<file path="src/rtl/ex_stage.sv">
// Execute stage: ALU, branch-target adder and destination select,
// registered into the EX/MEM latch with stall and flush control.
module ex_stage #(
  parameter int DW = 32,
  parameter int RW = 5
) (
  input  logic          clk,
  input  logic          rst,
  input  logic          stall,
  input  logic          flush,
  input  logic          valid_in,
  input  logic [1:0]    WB_in,
  input  logic [2:0]    M_in,
  input  logic [3:0]    exe_in,
  input  logic [DW-1:0] NPC_in,
  input  logic [DW-1:0] RD1_in,
  input  logic [DW-1:0] RD2_in,
  input  logic [DW-1:0] Sign_in,
  input  logic [RW-1:0] Instr_20_16_in,
  input  logic [RW-1:0] Instr_15_11_in,
  output logic          valid_out,
  output logic [1:0]    WB_out,
  output logic [2:0]    M_out,
  output logic [DW-1:0] branch_target,
  output logic          zero,
  output logic [DW-1:0] alu_result,
  output logic [DW-1:0] RD2_out,
  output logic [RW-1:0] dest_out
);

  typedef enum logic [2:0] {
    OP_ADD,
    OP_SUB,
    OP_AND,
    OP_OR,
    OP_SLT,
    OP_NONE
  } alu_op_e;

  alu_op_e       op;
  logic [DW-1:0] opb;
  logic [DW-1:0] alu;
  logic [DW-1:0] bt;
  logic [RW-1:0] dst;

  logic          valid_q, valid_d;
  logic [1:0]    wb_q, wb_d;
  logic [2:0]    m_q, m_d;
  logic [DW-1:0] bt_q, bt_d;
  logic          zero_q, zero_d;
  logic [DW-1:0] alu_q, alu_d;
  logic [DW-1:0] rd2_q, rd2_d;
  logic [RW-1:0] dst_q, dst_d;

  assign opb = exe_in[0] ? Sign_in : RD2_in;
  assign dst = exe_in[3] ? Instr_15_11_in : Instr_20_16_in;
  assign bt  = NPC_in + (Sign_in << 2);

  // ALU control: ALUOp selects fixed op or funct decode
  always_comb begin
    op = OP_NONE;
    case (exe_in[2:1])
      2'b00: op = OP_ADD;
      2'b01: op = OP_SUB;
      2'b10: begin
        case (Sign_in[5:0])
          6'b100000: op = OP_ADD;
          6'b100010: op = OP_SUB;
          6'b100100: op = OP_AND;
          6'b100101: op = OP_OR;
          6'b101010: op = OP_SLT;
          default:   op = OP_NONE;
        endcase
      end
      default: op = OP_NONE;
    endcase
  end

  // ALU datapath; add/sub wrap, SLT is signed
  always_comb begin
    alu = '0;
    case (op)
      OP_ADD: alu = RD1_in + opb;
      OP_SUB: alu = RD1_in - opb;
      OP_AND: alu = RD1_in & opb;
      OP_OR:  alu = RD1_in | opb;
      OP_SLT: alu = {{(DW-1){1'b0}},
                     $signed(RD1_in) < $signed(opb)};
      default: alu = '0;
    endcase
  end

  // EX/MEM next state: flush over stall over load
  always_comb begin
    valid_d = valid_q;
    wb_d    = wb_q;
    m_d     = m_q;
    bt_d    = bt_q;
    zero_d  = zero_q;
    alu_d   = alu_q;
    rd2_d   = rd2_q;
    dst_d   = dst_q;
    if (flush) begin
      valid_d = 1'b0;
      wb_d    = '0;
      m_d     = '0;
      bt_d    = '0;
      zero_d  = 1'b0;
      alu_d   = '0;
      rd2_d   = '0;
      dst_d   = '0;
    end else if (!stall) begin
      valid_d = valid_in;
      wb_d    = valid_in ? WB_in : 2'b00;
      m_d     = valid_in ? M_in : 3'b000;
      bt_d    = bt;
      zero_d  = (alu == '0);
      alu_d   = alu;
      rd2_d   = RD2_in;
      dst_d   = dst;
    end
  end

  // EX/MEM latch with asynchronous clear
  always_ff @(posedge clk or posedge rst) begin
    if (rst) begin
      valid_q <= 1'b0;
      wb_q    <= '0;
      m_q     <= '0;
      bt_q    <= '0;
      zero_q  <= 1'b0;
      alu_q   <= '0;
      rd2_q   <= '0;
      dst_q   <= '0;
    end else begin
      valid_q <= valid_d;
      wb_q    <= wb_d;
      m_q     <= m_d;
      bt_q    <= bt_d;
      zero_q  <= zero_d;
      alu_q   <= alu_d;
      rd2_q   <= rd2_d;
      dst_q   <= dst_d;
    end
  end

  assign valid_out     = valid_q;
  assign WB_out        = wb_q;
  assign M_out         = m_q;
  assign branch_target = bt_q;
  assign zero          = zero_q;
  assign alu_result    = alu_q;
  assign RD2_out       = rd2_q;
  assign dest_out      = dst_q;

endmodule

</file>
<file path="config.mk">
export PLATFORM = sky130hd
export DESIGN_NAME = ex_stage
export DESIGN_NICKNAME = d
export VERILOG_FILES = /design/src/rtl/ex_stage.sv
export SDC_FILE = /design/constraint.sdc
export NUM_CORES = 1
export LEC_CHECK = 0
export CAP_MARGIN = 20
export CORE_MARGIN = 1
export CORE_UTILIZATION = 48
export CTS_CLUSTER_DIAMETER = 80
export DETAILED_ROUTE_END_ITERATION = 6
export GPL_TIMING_DRIVEN = 0
export PLACE_DENSITY = 0.79
export SETUP_SLACK_MARGIN = 0.2
export SYNTH_ARGS = -nofsm -noshare
export SYNTH_HDL_FRONTEND = slang
export SYNTH_SLANG_ARGS = --single-unit
</file>
<file path="constraint.sdc">
create_clock -name clk -period 3.14 [get_ports clk]
set_input_delay 0.314 -clock clk [delete_from_list [all_inputs] [get_ports clk]]
set_output_delay 0.314 -clock clk [all_outputs]
set_load 0.05 [all_outputs]
</file>
## After elaboration in Yosys (flattened, before gate mapping)

Index checks and enable logic that the tools add are counted.

- Equality and inequality tests: 12
- Reductions and logical operators: 3
- Bitwise logic cells: 2
- Multiplexer cells: 23
- Add/sub/neg operators: 3
- Magnitude comparators: 1

Operator list:

| cell | number |
|---|---|
| 32-bit two-way mux | 7 |
| 32-bit case mux with 5 select lines | 1 |
| 32-bit adder | 2 |
| 32-bit bitwise AND | 1 |
| 32-bit zero test | 1 |
| 32-bit < comparator | 1 |
| 32-bit OR | 1 |
| 32-bit subtractor | 1 |
| 6-bit equality test (second input constant) | 5 |
| 5-bit two-way mux | 3 |
| 3-bit case mux with 5 select lines | 1 |
| 3-bit two-way mux | 3 |
| 3-bit case mux with 3 select lines | 1 |
| 3-bit by 2-bit equality test with 1-bit output (second input constant) | 2 |
| 2-bit two-way mux | 3 |
| 1-bit two-way mux | 4 |
| 3-bit by 1-bit equality test with 1-bit output (second input constant) | 1 |
| 3-bit equality test (second input constant) | 1 |
| 3-bit zero test | 1 |
| 2-bit by 1-bit equality test with 1-bit output (second input constant) | 1 |
| 2-bit equality test (second input constant) | 1 |
| 2-bit zero test | 1 |
| 2-bit by 1-bit != test with 1-bit output (second input constant) | 1 |

- Output and inout port bits: 108
- Flip-flop bits (word level): 108
- Input port bits: 152

## Depth between registers and ports, before layout

Gate-level depths: netlist (run 1).

- Depth in word-level cells: 8
- Mapped depth: 19
- Depth with buffers taken out: 15

## Worst setup path after synthesis (run 1)

No wires, ideal clock.

- Kind: input port to flip-flop
- From: input exe_in[0]
- To: register zero_q (netlist: zero)
- Buffers on the path: 2
- Arrival time: 4.006 ns
- Library setup time: 0.068 ns
- Required time: 3.072 ns
- Stages: 17
- Slack: -0.934 ns
- Cell sequence: clkbuf_1 buf_1 mux2i_1 inv_1 ha_1 fa_1 and2b_4 o211ai_1 a31oi_1 o21ba_2 or2_0 nand3b_1 a32oi_1 nor4b_1 nand4_1 nor4_1 a32o_1

- Word-level cells in the longest chain between the ends: 6
- Elaborated cells between the ends (all ways): 10
- Classes of those cells: 2 x add/sub; 1 x order compare; 4 x mux; 2 x bitwise; 1 x reduce/logical

RTL lines:

| item | line | source |
|---|---|---|
| start: declaration | 14 | `input logic [3:0] exe_in,` |
| 32-bit two-way mux * | 55 | `assign opb = exe_in[0] ? Sign_in : RD2_in;` |
| 32-bit subtractor, or another cell as far along | 84 | `OP_SUB: alu = RD1_in - opb;` |
| 32-bit case mux with 5 select lines * | 82 | `case (op)` |
| 32-bit zero test * | 117 | `zero_d = (alu == '0);` |
| 1-bit two-way mux * | 112 | `end else if (!stall) begin` |
| 1-bit two-way mux * | 103 | `if (flush) begin` |
| end signal: assignment | 140 | `zero_q <= zero_d;` |
| end: declaration | 50 | `logic zero_q, zero_d;` |

Every way passes the cells marked *; elsewhere a longest branch is shown, timed or not. The select of a mux whose other input is x is not followed.
A chain may end at the register's enable or synchronous reset.

## Final worst setup path (run 1)

- From: input Sign_in[0]
- To: register zero_q (netlist: zero)

- Word-level cells in the longest chain between the ends: 8
- Elaborated cells between the ends (all ways): 22
- Classes of those cells: 2 x add/sub; 1 x order compare; 9 x eq/ne; 6 x mux; 2 x bitwise; 2 x reduce/logical

RTL lines:

| item | line | source |
|---|---|---|
| start: declaration | 18 | `input logic [DW-1:0] Sign_in,` |
| branches (longest 4 deep; another with 32-bit subtractor) | -- |  |
| 32-bit case mux with 5 select lines * | 82 |  |
| 32-bit zero test * | 117 |  |
| 1-bit two-way mux * | 112 |  |
| 1-bit two-way mux * | 103 |  |

Every way passes the cells marked *. The select of a mux whose other input is x is not followed.

==> results of run 1 <==
## layout by cell type (no fill, tap or decap), drive strengths merged, types with 24 or more instances in the layout
master | synthesis | final
a211oi | 26 | 26
buf | 32 | 144
clkdlybuf4s50 | 0 | 216
nand2 | 81 | 81
a21o | 26 | 26
inv | 102 | 105
a31oi | 27 | 27
nor2 | 194 | 194
mux2i | 83 | 83
o21ai | 72 | 72
a21oi | 147 | 147
clkbuf | 37 | 47
dfrtp | 108 | 108
ha | 150 | 150
dlygate4sd2 | 0 | 24
nor3 | 37 | 37
## worst min-delay path by stage
stage,end,slack (ns),cells after the start,from
finish,RD2_out[1],0.34,3,RD2_in[1]
global route,RD2_out[1],0.39,3,RD2_in[1]
CTS,RD2_out[6],0.43,3,RD2_in[6]
detailed placement,branch_target[23],0.48,2,branch_target[23]
global placement,zero,0.48,1,zero
floorplan,RD2_out[0],0.47,2,RD2_in[0]
## registers in the layout (all words and copies together), names as in the netlist
name,count
dest_out,5
M_out,3
branch_target,32
RD2_out,32
zero,1
WB_out,2
alu_result,32
valid_out,1
## tightest hold or removal path, delay by kind of cell
kind / cells / cell delay [ns]
buffers and inverters: 1 / 0.16
muxes: 1 / 0.11
and+or+nand+nor: 1 / 0.08
## per-stage QoR
stage	utilization	total power, uW	area [um^2]	instances
final	0.746	6510	18100	2182
after global routing	0.746	6750	18100	2181
after CTS	0.698	6030	16900	2130
after detailed placement	0.624	4470	15100	2058
after global placement	0.622	4440	15100	2055
after floorplan	-	3470	12100	1476
## power breakdown
part,internal [uW],switching (uW)
sequential,1500,74.5
combinational,1540,2200
clock,633,567
## cells by family (layout without fill, tap and decap cells)
family / after synthesis / count (layout) / synth area share
xor gates and xnor gates: 26 / 26 / 0.0192
DFF: 108 / 108 / 0.228
muxes: 83 / 83 / 0.0701
adders and majority gates: 153 / 153 / 0.163
AOI/OAI and AO/OA: 462 / 462 / 0.264
other: 0 / 1 / 0
buffers and inverters: 171 / 552 / 0.0567
and+or+nand+nor: 473 / 473 / 0.199
## layout make-up
class                           instances  area, um^2
Fill cell                            1726        6150
Multi-Input combinational cell       1197       10300
Clock inverter                          7        81.3
Antenna cell                            1        2.50
Sequential cell                       108        2700
Clock buffer                            9         225
Buffer                                 69         467
Tap cell                              324         405
Timing Repair Buffer                  365        3550
Inverter                              102         389
## layer usage
layer	wire length (um)	track usage	vias to the layer above
li1	-	-	6096
met1	20200	0.487	6727
met2	23900	0.634	886
met3	4790	0.0695	251
met4	4050	0.238	0
met5	0	0	-
## timing repair
action,4_1_cts,5_1_grt
pin swaps,70,114
endpoints found under the hold margin,0,0
setup buffers,55,51
gates resized for setup,214,171
setup endpoints to repair,49,39
cloned,1,0
==> flow_metrics.env, run 1 <==
export IMPL_status="finished with violations"
export IMPL_violations="design-rule violations, negative setup slack"
export IMPL_cp_required_ns=3.44
export IMPL_crit_cells=21
export IMPL_leakage_uw=0.00784
export IMPL_setup_tns_ns=-5.71
export IMPL_drt_iter0_markers=1295
export IMPL_syn_inst=1476
export IMPL_wl_per_cell_um=24.3
export IMPL_crit_arrival_ns=4.18
export IMPL_crit_chain="buf_8 > buf_8 > buf_12 > clkbuf_16 > clkbuf_16 > mux2i_4 > inv_2 > ha_4 > fa_2 > and2b_4 > o211ai_1 > buf_4 > a31oi_4 > o21ba_4 > o21a_1 > a31oi_1 > o211ai_1 > a211oi_2 > nand4_1 > nor4_2 > a32o_1"
export IMPL_async_flop_share=1.00
export IMPL_path_max_fanout=5
export IMPL_path_clk_slew_ns=0.08
export IMPL_area_delta_synth_final_pct=52.8
export IMPL_slew_headroom=0.296
export IMPL_first_pass_iters=7
export IMPL_synth_most_common_cell="nor2_1"
export IMPL_io_buffer_count=255
export IMPL_worst_slew_pin_slew_ns=1.06
export IMPL_drc=6
export IMPL_die_area_um2=25300
export IMPL_ys_warn_count=0
export IMPL_synth_seq_cells=108
export IMPL_synth_ff_type="dfrtp_1"
export IMPL_drt_total_wl_mm=53.0
export IMPL_io_pins=260
export IMPL_maxSlewViolCount=0
export IMPL_antenna_found_initial=1
export IMPL_end_kind="register"
export IMPL_crit_buf_inv=7
export IMPL_maxCapViolCount=0
export IMPL_hpwl_mm=38.1
export IMPL_num_rows=57
export IMPL_start_util=0.489
export IMPL_synth_area_top_cells="dfrtp_1 23%, ha_1 16%, mux2i_1 7.0%"
export IMPL_holdBufCountCts=0
export IMPL_grt_pass1_wl_mm=76.9
export IMPL_cp_endpoint="zero"
export IMPL_reg2reg_depth=3
export IMPL_clk_latency_ns=0.35
export IMPL_p_per_area_nw_per_um2=360
export IMPL_crit_path_max_incr_delay_ns=0.36
export IMPL_post_route_period_util=1.24
export IMPL_period_needed_ns=3.88
export IMPL_grt_pass1_vias=13200
export IMPL_skew_ns=0
export IMPL_h_tree_depth=3
export IMPL_synth_avg_cell_area_um2=8.03
export IMPL_core_um2=24200
export IMPL_die_y_um=159
export IMPL_synth_edff_count=0
export IMPL_overflow=0
export IMPL_gr_usage_all_layers=0.392
export IMPL_cpLargestDelayFamily="compound AO/OA/AOI/OAI gates"
export IMPL_synth_common_cells="194 x nor2_1, 150 x ha_1, 147 x a21oi_1"
export IMPL_start_kind="input pin"
export IMPL_regToRegStartpoint="branch_target[26]"
export IMPL_worstReg2RegEnd="branch_target[26]"
export IMPL_syn_area_um2=11800
export IMPL_cp_slowest_cell="a211oi_2"
export IMPL_drive_gt1_frac=0.221
export IMPL_die_w_um=159
export IMPL_root_buffer="clkbuf_16"
export IMPL_hold_path_class="input pin to register"
export IMPL_cts_sink_count=108
export IMPL_ys_seq_area_frac=0.228
export IMPL_critPathLaunch="Sign_in[0]"
export IMPL_grt_setup_unrepaired="yes"
export IMPL_holdWs_ns=0.341
export IMPL_pre_cts_slack_ns=-2.08
export IMPL_fmax_mhz=258
export IMPL_finalHoldViolCount=0
export IMPL_place_congestion=0.980
export IMPL_via_count=14000
export IMPL_ys_types=97
export IMPL_final_setup_worst_slack_ns=-0.741
export IMPL_path_class="input pin to register"
export IMPL_setup_viol=20
export IMPL_yosysTopAreaCell="dfrtp_1"
export IMPL_grt_max_degree=41
export IMPL_r2r_slack_ns=2.22
export IMPL_cts_buffer_depth=2
export IMPL_nets=2157
export IMPL_synth_top_cell_area_share=0.228
export IMPL_cts_tree="done"
export IMPL_vdd_drop_max_mv=0.277
export IMPL_synth_nets=1781
export IMPL_cts_buffers=9
export IMPL_ant_nets=0
export IMPL_vias_per_cell=6.40
(Power assumes the default switching activity.)
==> run 2, diff against run 1 <==
--- a/config.mk
+++ b/config.mk
@@ -5,7 +5,7 @@
 export SDC_FILE = /design/constraint.sdc
 export NUM_CORES = 1
 export LEC_CHECK = 0
-export CAP_MARGIN = 20
+export CAP_MARGIN = 40
 export CORE_MARGIN = 1
 export CORE_UTILIZATION = 48
 export CTS_CLUSTER_DIAMETER = 80
==> run 2 against run 1 <==
Effect of this change:
- the flow finishes with violations (negative setup slack)
- die area unchanged
- maximum frequency up 0.15%
- utilization down 2.1 points
- combinational power down 5%
- critical path type unchanged
- final cell count down 1.2%
==> flow_metrics.env, run 2 (synthesis results as in run 1) <==
export IMPL_status="finished with violations"
export IMPL_violations="negative setup slack"
export IMPL_area_delta_synth_final_pct=48.5
export IMPL_skew_ns=0
export IMPL_die_w_um=159
export IMPL_final_setup_worst_slack_ns=-0.736
export IMPL_setup_viol=18
export IMPL_mostFrequentLayoutCell="clkdlybuf4s50_1"
export IMPL_nets=2130
export IMPL_num_rows=57
export IMPL_crit_arrival_ns=4.17
export IMPL_root_buffer="clkbuf_16"
export IMPL_end_kind="register"
export IMPL_leakage_uw=0.00769
export IMPL_drt_total_wl_mm=52.2
export IMPL_cts_buffers=9
export IMPL_path_max_fanout=5
export IMPL_period_needed_ns=3.88
export IMPL_cts_buffer_depth=2
export IMPL_worstHoldStart="RD2_in[15]"
export IMPL_post_dp_cell_area_um2=15100
export IMPL_cp_required_ns=3.44
export IMPL_clk_latency_ns=0.35
export IMPL_worstReg2RegEnd="branch_target[26]"
export IMPL_start_util=0.489
export IMPL_grt_setup_unrepaired="yes"
export IMPL_cts_sink_count=108
export IMPL_maxCapViolCount=0
export IMPL_path_class="input pin to register"
export IMPL_gr_usage_all_layers=0.395
export IMPL_grt_pass1_wl_mm=77.5
export IMPL_via_count=13700
export IMPL_die_area_um2=25300
export IMPL_grt_pass1_vias=13300
export IMPL_slew_headroom=0.358
export IMPL_hold_path_class="input pin to register"
export IMPL_fmax_mhz=258
export IMPL_regToRegStartpoint="branch_target[26]"
export IMPL_hpwl_mm=38.1
export IMPL_antenna_found_initial=1
export IMPL_r2r_slack_ns=2.21
export IMPL_core_um2=24200
export IMPL_place_congestion=0.980
export IMPL_io_buffer_count=255
export IMPL_path_clk_slew_ns=0.08
export IMPL_drive_gt1_frac=0.199
export IMPL_wl_per_cell_um=24.2
export IMPL_overflow=0
export IMPL_grt_max_degree=39
export IMPL_die_y_um=159
export IMPL_ant_nets=0
export IMPL_p_per_area_nw_per_um2=360
export IMPL_final_cell_mix="216 x clkdlybuf4s50_1, 184 x nor2_1, 121 x a21oi_1, 121 x ha_1, 108 x dfrtp_1"
export IMPL_cts_tree="done"
export IMPL_setup_tns_ns=-4.25
export IMPL_h_tree_depth=3
export IMPL_io_pins=260
export IMPL_reg2reg_depth=3
export IMPL_vdd_drop_max_mv=0.254
export IMPL_holdPathEnd="RD2_out[15]"
export IMPL_post_route_period_util=1.23
export IMPL_whs_path_depth=3
export IMPL_first_pass_iters=7
export IMPL_pre_cts_slack_ns=-2.10
export IMPL_fin_area_um2=17600
export IMPL_drc=0
export IMPL_maxSlewViolCount=0
export IMPL_vias_per_cell=6.38
export IMPL_start_kind="input pin"
export IMPL_finalPower_uw=6330
export IMPL_drt_iter0_markers=1268
export IMPL_finalHoldViolCount=0
export IMPL_worst_slew_pin_slew_ns=0.964
run 2: changes by cell type in the layout (fill, tap and decap cells not counted), moves of 5 or more:
cell / previous run / this run
buf_4: 82 / 66
buf_6: 23 / 13
dlygate4sd2_1: 24 / 19
dlymetal6s2s_1: 12 / 17
ha_1: 116 / 121
ha_4: 30 / 25
o21ai_2: 5 / 10
o21ai_4: 7 / 2
run 2: worst max-delay path by stage:
stage,from,to,cells after the start
6_report,Sign_in[0],zero,21
5_1_grt,Sign_in[0],zero,21
4_1_cts,Sign_in[0],zero,20
3_5_place_dp,Sign_in[0],zero,20
3_3_place_gp,Sign_in[0],zero,20
2_1_floorplan,Sign_in[0],zero,19
run 2: cell type report:
type                       count  area [um^2]
timing repair buffer         338         3320
sequential                   108         2700
clock buffer                   9          225
clock inverter                 7         82.6
inverter                     102          387
fill                        1805         6660
tap                          324          405
buffer                        69          459
antenna                        1         2.50
multi-input combinational   1197        10000
run 2: power breakdown:
part,internal (uW),leakage [uW],switching (uW)
combinational,1440,0.00610,2130
sequential,1500,0.00144,71.8
clock,633,0.000151,563
total,3570,0.00769,2760
run 2: layer usage:
layer / global-route usage / wire length, um
met5: 0 / 0
met4: 0.252 / 3610
met1: 0.493 / 20300
met2: 0.626 / 23700
met3: 0.0750 / 4600
run 2: worst max-delay path: stages:
cell       delay (ns)
buf_6            0.10
buf_8            0.12
buf_12           0.11
clkbuf_16        0.13
clkbuf_16        0.13
mux2i_4          0.15
inv_2            0.09
ha_4             0.19
fa_2             0.35
and2b_4          0.19
o211ai_1         0.15
buf_4            0.17
a31oi_4          0.11
o21ba_4          0.26
o21a_1           0.21
a31oi_1          0.14
o211ai_1         0.21
a211oi_2         0.33
nand4_1          0.21
nor4_2           0.29
a32o_1           0.20
run 2: timing repair:
item,in CTS,in global routing
pin swaps,51,74
cloned,1,0
hold buffers,0,0
resized for setup,198,127
buffers inserted,45,32
endpoints found under the setup margin,48,39
run 2: stage by stage:
stage,util,std cells,hold WS (ns)
2_1_floorplan,-,1476,0.467
3_3_place_gp,0.622,2055,0.477
3_5_place_dp,0.624,2059,0.479
4_1_cts,0.693,2121,0.439
5_1_grt,0.725,2155,0.369
6_report,0.725,2155,0.359
==> run 3, diff against run 2 <==
--- a/config.mk
+++ b/config.mk
@@ -16,3 +16,4 @@
 export SYNTH_ARGS = -nofsm -noshare
 export SYNTH_HDL_FRONTEND = slang
 export SYNTH_SLANG_ARGS = --single-unit
+export TNS_END_PERCENT = 50
==> run 3 against run 2 <==
Effect of this change:
- the run ends with design-rule violations, negative setup slack left
- routed wire length fell by 1.1%
- non-clock buffer count increased by 4
- combinational power barely moved
- die area is the same
- critical path type unchanged
- largest cell class unchanged
- critical endpoint unchanged
==> flow_metrics.env, run 3 (synthesis results as in run 1) <==
export IMPL_p_int_uw=3560
export IMPL_p_per_area_nw_per_um2=359
export IMPL_grt_pass1_wl_mm=76.4
export IMPL_cts_sink_count=108
export IMPL_finalHoldViolCount=0
export IMPL_vdd_drop_max_mv=0.263
export IMPL_period_needed_ns=3.89
export IMPL_switchingPower_uw=2750
export IMPL_antenna_found_initial=1
export IMPL_reg2reg_depth=3
export IMPL_cp_required_ns=3.44
export IMPL_ant_nets=0
export IMPL_fillerInstances=1805
export IMPL_slew_headroom=0.391
export IMPL_root_buffer="clkbuf_16"
export IMPL_post_route_period_util=1.24
export IMPL_hold_path_class="input pin to register"
export IMPL_h_tree_depth=3
export IMPL_regToRegStartpoint="branch_target[26]"
export IMPL_grt_setup_unrepaired="yes"
export IMPL_num_rows=57
export IMPL_cts_buffers=9
export IMPL_end_kind="register"
export IMPL_die_w_um=159
export IMPL_critPathLaunch="RD2_in[0]"
export IMPL_overflow=0
export IMPL_cp_endpoint="zero"
export IMPL_skew_ns=0
export IMPL_area_delta_synth_final_pct=48.4
export IMPL_maxSlewViolCount=0
export IMPL_io_pins=260
export IMPL_clkPwrFrac=0.190
export IMPL_pwr_share_seq=0.248
export IMPL_place_congestion=0.980
export IMPL_io_buffer_count=255
export IMPL_final_cell_mix="216 x clkdlybuf4s50_1, 185 x nor2_1, 122 x ha_1"
export IMPL_final_setup_worst_slack_ns=-0.753
export IMPL_violations="design-rule violations, negative setup slack"
export IMPL_finalNonFillerCells=2159
export IMPL_grt_pass1_vias=13100
export IMPL_leakage_uw=0.00772
export IMPL_worstReg2RegEnd="branch_target[26]"
export IMPL_fmax_mhz=257
export IMPL_die_y_um=159
export IMPL_start_kind="input pin"
export IMPL_pre_cts_slack_ns=-2.10
export IMPL_cts_buffer_depth=2
export IMPL_gr_usage_all_layers=0.388
export IMPL_clk_latency_ns=0.35
export IMPL_start_util=0.489
export IMPL_register_area_um2=2700
export IMPL_drt_iter0_markers=1209
export IMPL_multiInputGateArea_um2=9900
export IMPL_grt_max_degree=39
export IMPL_fin_area_um2=17600
export IMPL_nets=2134
export IMPL_r2r_slack_ns=2.21
export IMPL_status="finished with violations"
export IMPL_final_util=0.725
export IMPL_maxCapViolCount=0
export IMPL_share_comb_of_total_power=0.562
export IMPL_setup_viol=15
export IMPL_path_clk_slew_ns=0.08
export IMPL_via_count=13700
export IMPL_sw_frac_of_total=0.436
export IMPL_place_inst=2059
export IMPL_die_area_um2=25300
export IMPL_hpwl_mm=38.1
export IMPL_cts_tree="done"
export IMPL_post_dp_cell_area_um2=15100
export IMPL_path_class="input pin to register"
export IMPL_finalPower_uw=6320
export IMPL_drc=14
export IMPL_mostFrequentLayoutCell="clkdlybuf4s50_1"
export IMPL_vias_per_cell=6.33
export IMPL_core_um2=24200
export IMPL_first_pass_iters=7
export IMPL_drive_gt1_frac=0.194
export IMPL_path_max_fanout=5
export IMPL_crit_arrival_ns=4.19
export IMPL_wl_per_cell_um=23.9
export IMPL_drt_total_wl_mm=51.6
export IMPL_worst_slew_pin_slew_ns=0.914
-- run 3: cell types whose count changed in the layout (fill, tap and decap cells not counted), sizes merged --
| cell | previous run | this run |
|---|---|---|
| clkbuf | 46 | 47 |
| clkdlybuf4s15 | 0 | 1 |
| buf | 118 | 120 |
-- run 3: metal layers --
metal  GRT usage  part of all wire  up-vias
met2       0.625              0.46      806
met3      0.0698             0.085      185
met1       0.486              0.39     6609
li1            -                 -     6056
met4       0.234             0.064        0
met5           0                 0        -
-- run 3: area by class of cell --
class                      instances  area share
clock buffer                       9      0.0128
tap                              324      0.0231
timing repair buffer             342       0.194
inverter                         102      0.0221
sequential                       108       0.154
multi-input combinational       1197       0.563
antenna                            1    0.000142
clock inverter                     7     0.00470
buffer                            69      0.0268
-- run 3: worst max-delay path, cell delays in order --
cell and delay, ns:
clkdlybuf4s50_1 0.54, mux2i_4 0.22, inv_2 0.09, ha_4 0.18
fa_2 0.35, and2b_4 0.19, o211ai_1 0.16, buf_4 0.17
a31oi_4 0.10, o21ba_4 0.26, o21a_1 0.23, a31oi_1 0.14
o211ai_1 0.21, a211oi_2 0.33, nand4_1 0.21, nor4_2 0.30
a32o_1 0.20
-- run 3: worst min path at each step --
stage / start / slack [ns] / cells past startpoint / end
final: RD2_in[4] / 0.35 / 3 / RD2_out[4]
after global routing: RD2_in[1] / 0.36 / 3 / RD2_out[1]
after CTS: Sign_in[0] / 0.44 / 5 / branch_target[2]
after detailed placement: branch_target[23] / 0.48 / 2 / branch_target[23]
after global placement: zero / 0.48 / 1 / zero
after floorplan: RD2_in[0] / 0.47 / 2 / RD2_out[0]
-- run 3: stage by stage --
| step | TNS [ns] | hold slack [ns] |
|---|---|---|
| finish | -4.32 | 0.351 |
| global route | -5.56 | 0.362 |
| CTS | -3.51 | 0.436 |
| detailed placement | -42.52 | 0.479 |
| global placement | -40.33 | 0.477 |
| floorplan | -2.35 | 0.467 |
-- run 3: power groups by stage --
stage,Sequential (uW),Combinational (uW),Clock [uW]
4_1_cts,1560,3220,1200
2_1_floorplan,1950,1520,0
3_5_place_dp,1590,2890,0
5_1_grt,1570,3730,1240
3_3_place_gp,1590,2850,0
6_report,1570,3550,1200
-- run 3: repair_timing --
action	CTS	global route
pin swaps	57	79
setup buffers	41	40
setup endpoints to repair	48	39
endpoints found under the hold margin	0	0
gates cloned	1	0
resized for setup	192	124
hold buffers	0	0
==> RTL change: new RTL, settings of run 3 <==
Remove the case item `OP_SUB` of the case on `op`.
--- a/src/rtl/ex_stage.sv
+++ b/src/rtl/ex_stage.sv
@@ -82,5 +82,4 @@
     case (op)
       OP_ADD: alu = RD1_in + opb;
-      OP_SUB: alu = RD1_in - opb;
       OP_AND: alu = RD1_in & opb;
       OP_OR:  alu = RD1_in | opb;
Check against the original RTL: not equivalent (a bounded check fails within 4 cycles, from zero or initial values and one cycle with rst high).
==> RTL change against run 3 <==
- the flow finishes with violations (negative setup slack)
- non-clock buffer count fell by 32
- routed wire length fell by 21%
- sequential share of layout area rose by 2.4 points
- area after synthesis fell by 14%
- power fell by 13%
- setup slack improved by 590 ps
- sequential cell count did not move
- design area fell by 13%
==> RTL change: results (changes against run 3) <==
outcome=complete, but fails checks; violated checks=negative setup slack; multi-input combinational cell area=0.00800 mm² (-19%); Unique masters post-synth=82 (-15%); transition time at the pin with the least slew margin=904 ps (-9.61 ps); min-delay src=RD2_in[3]; total via count after detailed routing=11000 (-19%); mean post-synth cell area=8.31 µm² (+3.6%); weighted congestion reported at the end of routability-driven placement=0.984 (+0.37%); number of endpoints failing setup at the final stage=1 (-14); kind of path behind the tightest hold check=primary input to register; GRT Overall Usage=36.7% (-2.2 points); final setup margin=-160 ps (+593 ps); number of filler instances in the final layout=1607 (-11%); Crit path arrival time=3580 ps (-610 ps); share of final-layout standard cells stronger than drive strength 1=17.2% (-2.2 points); reg-to-reg critical path endpoint=branch_target[17]; detailed-route wire length per cell=22.2 µm (-7.3%); number of nets produced by synthesis=1522 (-15%); accumulated negative setup slack=-160 ps (+4160 ps); largest net degree at the start of global routing=38 (-2.6%); worst slack at placement=-1140 ps (+959 ps); clock-pin slew on the worst setup and hold paths=90 ps; WHS Endpoint=RD2_out[3]; sequential-to-total area share from yosys stat=26.4% (+3.6 points); most common library cells after synthesis=nor2_1, ha_1, a21oi_1, dfrtp_1, inv_1; clk_skew=0 ps (unchanged); post-layout net count=1852 (-13%); number of cells after detailed placement=1764 (-14%); 1st-iter DRT viols=736 (-39%); via-per-instance ratio=5.98 (-5.5%); instance area at placement=0.0133 mm² (-12%); worst-case vdd ir drop=0.278 mV (+5.9%); RR Startpoint=branch_target[17]; global-route wire length before repair=60900 µm (-20%); reg-to-reg setup timing slack=2240 ps (+30 ps); final hold slack=269 ps (-82.7 ps); hpwl dp=31000 µm (-19%); buffers from clock root to sink, at most=2 (unchanged); initial antenna violation count=3 (+2); leading cell types by total area after synthesis=dfrtp_1, ha_1, mux2i_1; maximum fanout encountered on the critical timing path=8 (+3)
## RTL change: cell types whose count changed after synthesis, sizes merged, moves of 8 or more
| cell | run 3 | this run |
|---|---|---|
| nor2b | 19 | 7 |
| clkbuf | 37 | 25 |
| or2 | 11 | 1 |
| xnor2 | 17 | 26 |
| o21ai | 72 | 46 |
| nor2 | 194 | 159 |
| a211oi | 26 | 10 |
| ha | 150 | 139 |
| nor3 | 37 | 22 |
| a21oi | 147 | 114 |
| a31oi | 27 | 9 |
| and2 | 10 | 2 |
## RTL change: critical path, stage by stage
cell and delay [ps]:
clkdlybuf4s50_1 540, inv_1 100, ha_4 310, inv_1 90
o21bai_4 320, buf_4 180, o211ai_1 170, buf_4 200
a21oi_4 150, o21ai_2 70, a21o_1 200, a311o_1 330
nor4_2 300, nand4_1 170, o21ai_2 140
## RTL change: cell families after synthesis
group | Yosys count | synth area share (%)
buffers and inverters | 162 | 6.34
AO/OA/AOI/OAI | 334 | 22.3
AND/OR/NAND/NOR | 365 | 16.3
adder cells (fa/ha/maj) | 141 | 17.4
XOR/XNOR | 39 | 3.34
flip-flops | 108 | 26.4
multiplexers | 80 | 7.85
## RTL change: per-layer routing
| metal | wire length, µm | global-route usage (%) |
|---|---|---|
| met5 | 0 | 0 |
| met1 | 16700 | 46.4 |
| met3 | 3040 | 6.02 |
| met4 | 2250 | 19.5 |
| met2 | 18800 | 60.0 |
## RTL change: how the worst max path moves through the flow
stage,start,end,slack [ps],cells after the start
floorplan,exe_in[0],zero,-0.7,14
global placement,Sign_in[0],zero,-1390,16
detailed placement,Sign_in[0],zero,-1140,16
CTS,exe_in[0],zero,-30,17
global route,exe_in[0],zero,-280,16
finish,RD1_in[5],zero,-160,15
## RTL change: layout make-up
class	instances	share of cell area (%)
repair buffers	319	20.4
flip-flops and latches	108	17.7
diodes	2	0.0328
multi-input cells	959	52.5
inverters	102	2.54
plain buffers	60	2.45
clock inverters	6	0.542
clock buffers	10	1.50
well taps	275	2.26
## RTL change: where the power goes
part | total (mW) | switching [mW] | internal [mW]
sequential | 1.54 | 0.0570 | 1.48
clock | 1.25 | 0.607 | 0.638
combinational | 2.69 | 1.58 | 1.11
total | 5.48 | 2.25 | 3.23
## RTL change: what timing repair did
action	4_1_cts	5_1_grt
hold endpoints to repair	0	0
gates resized for setup	198	82
setup endpoints to repair	37	29
gates cloned	1	0
pin swaps	49	59
buffers inserted	35	23
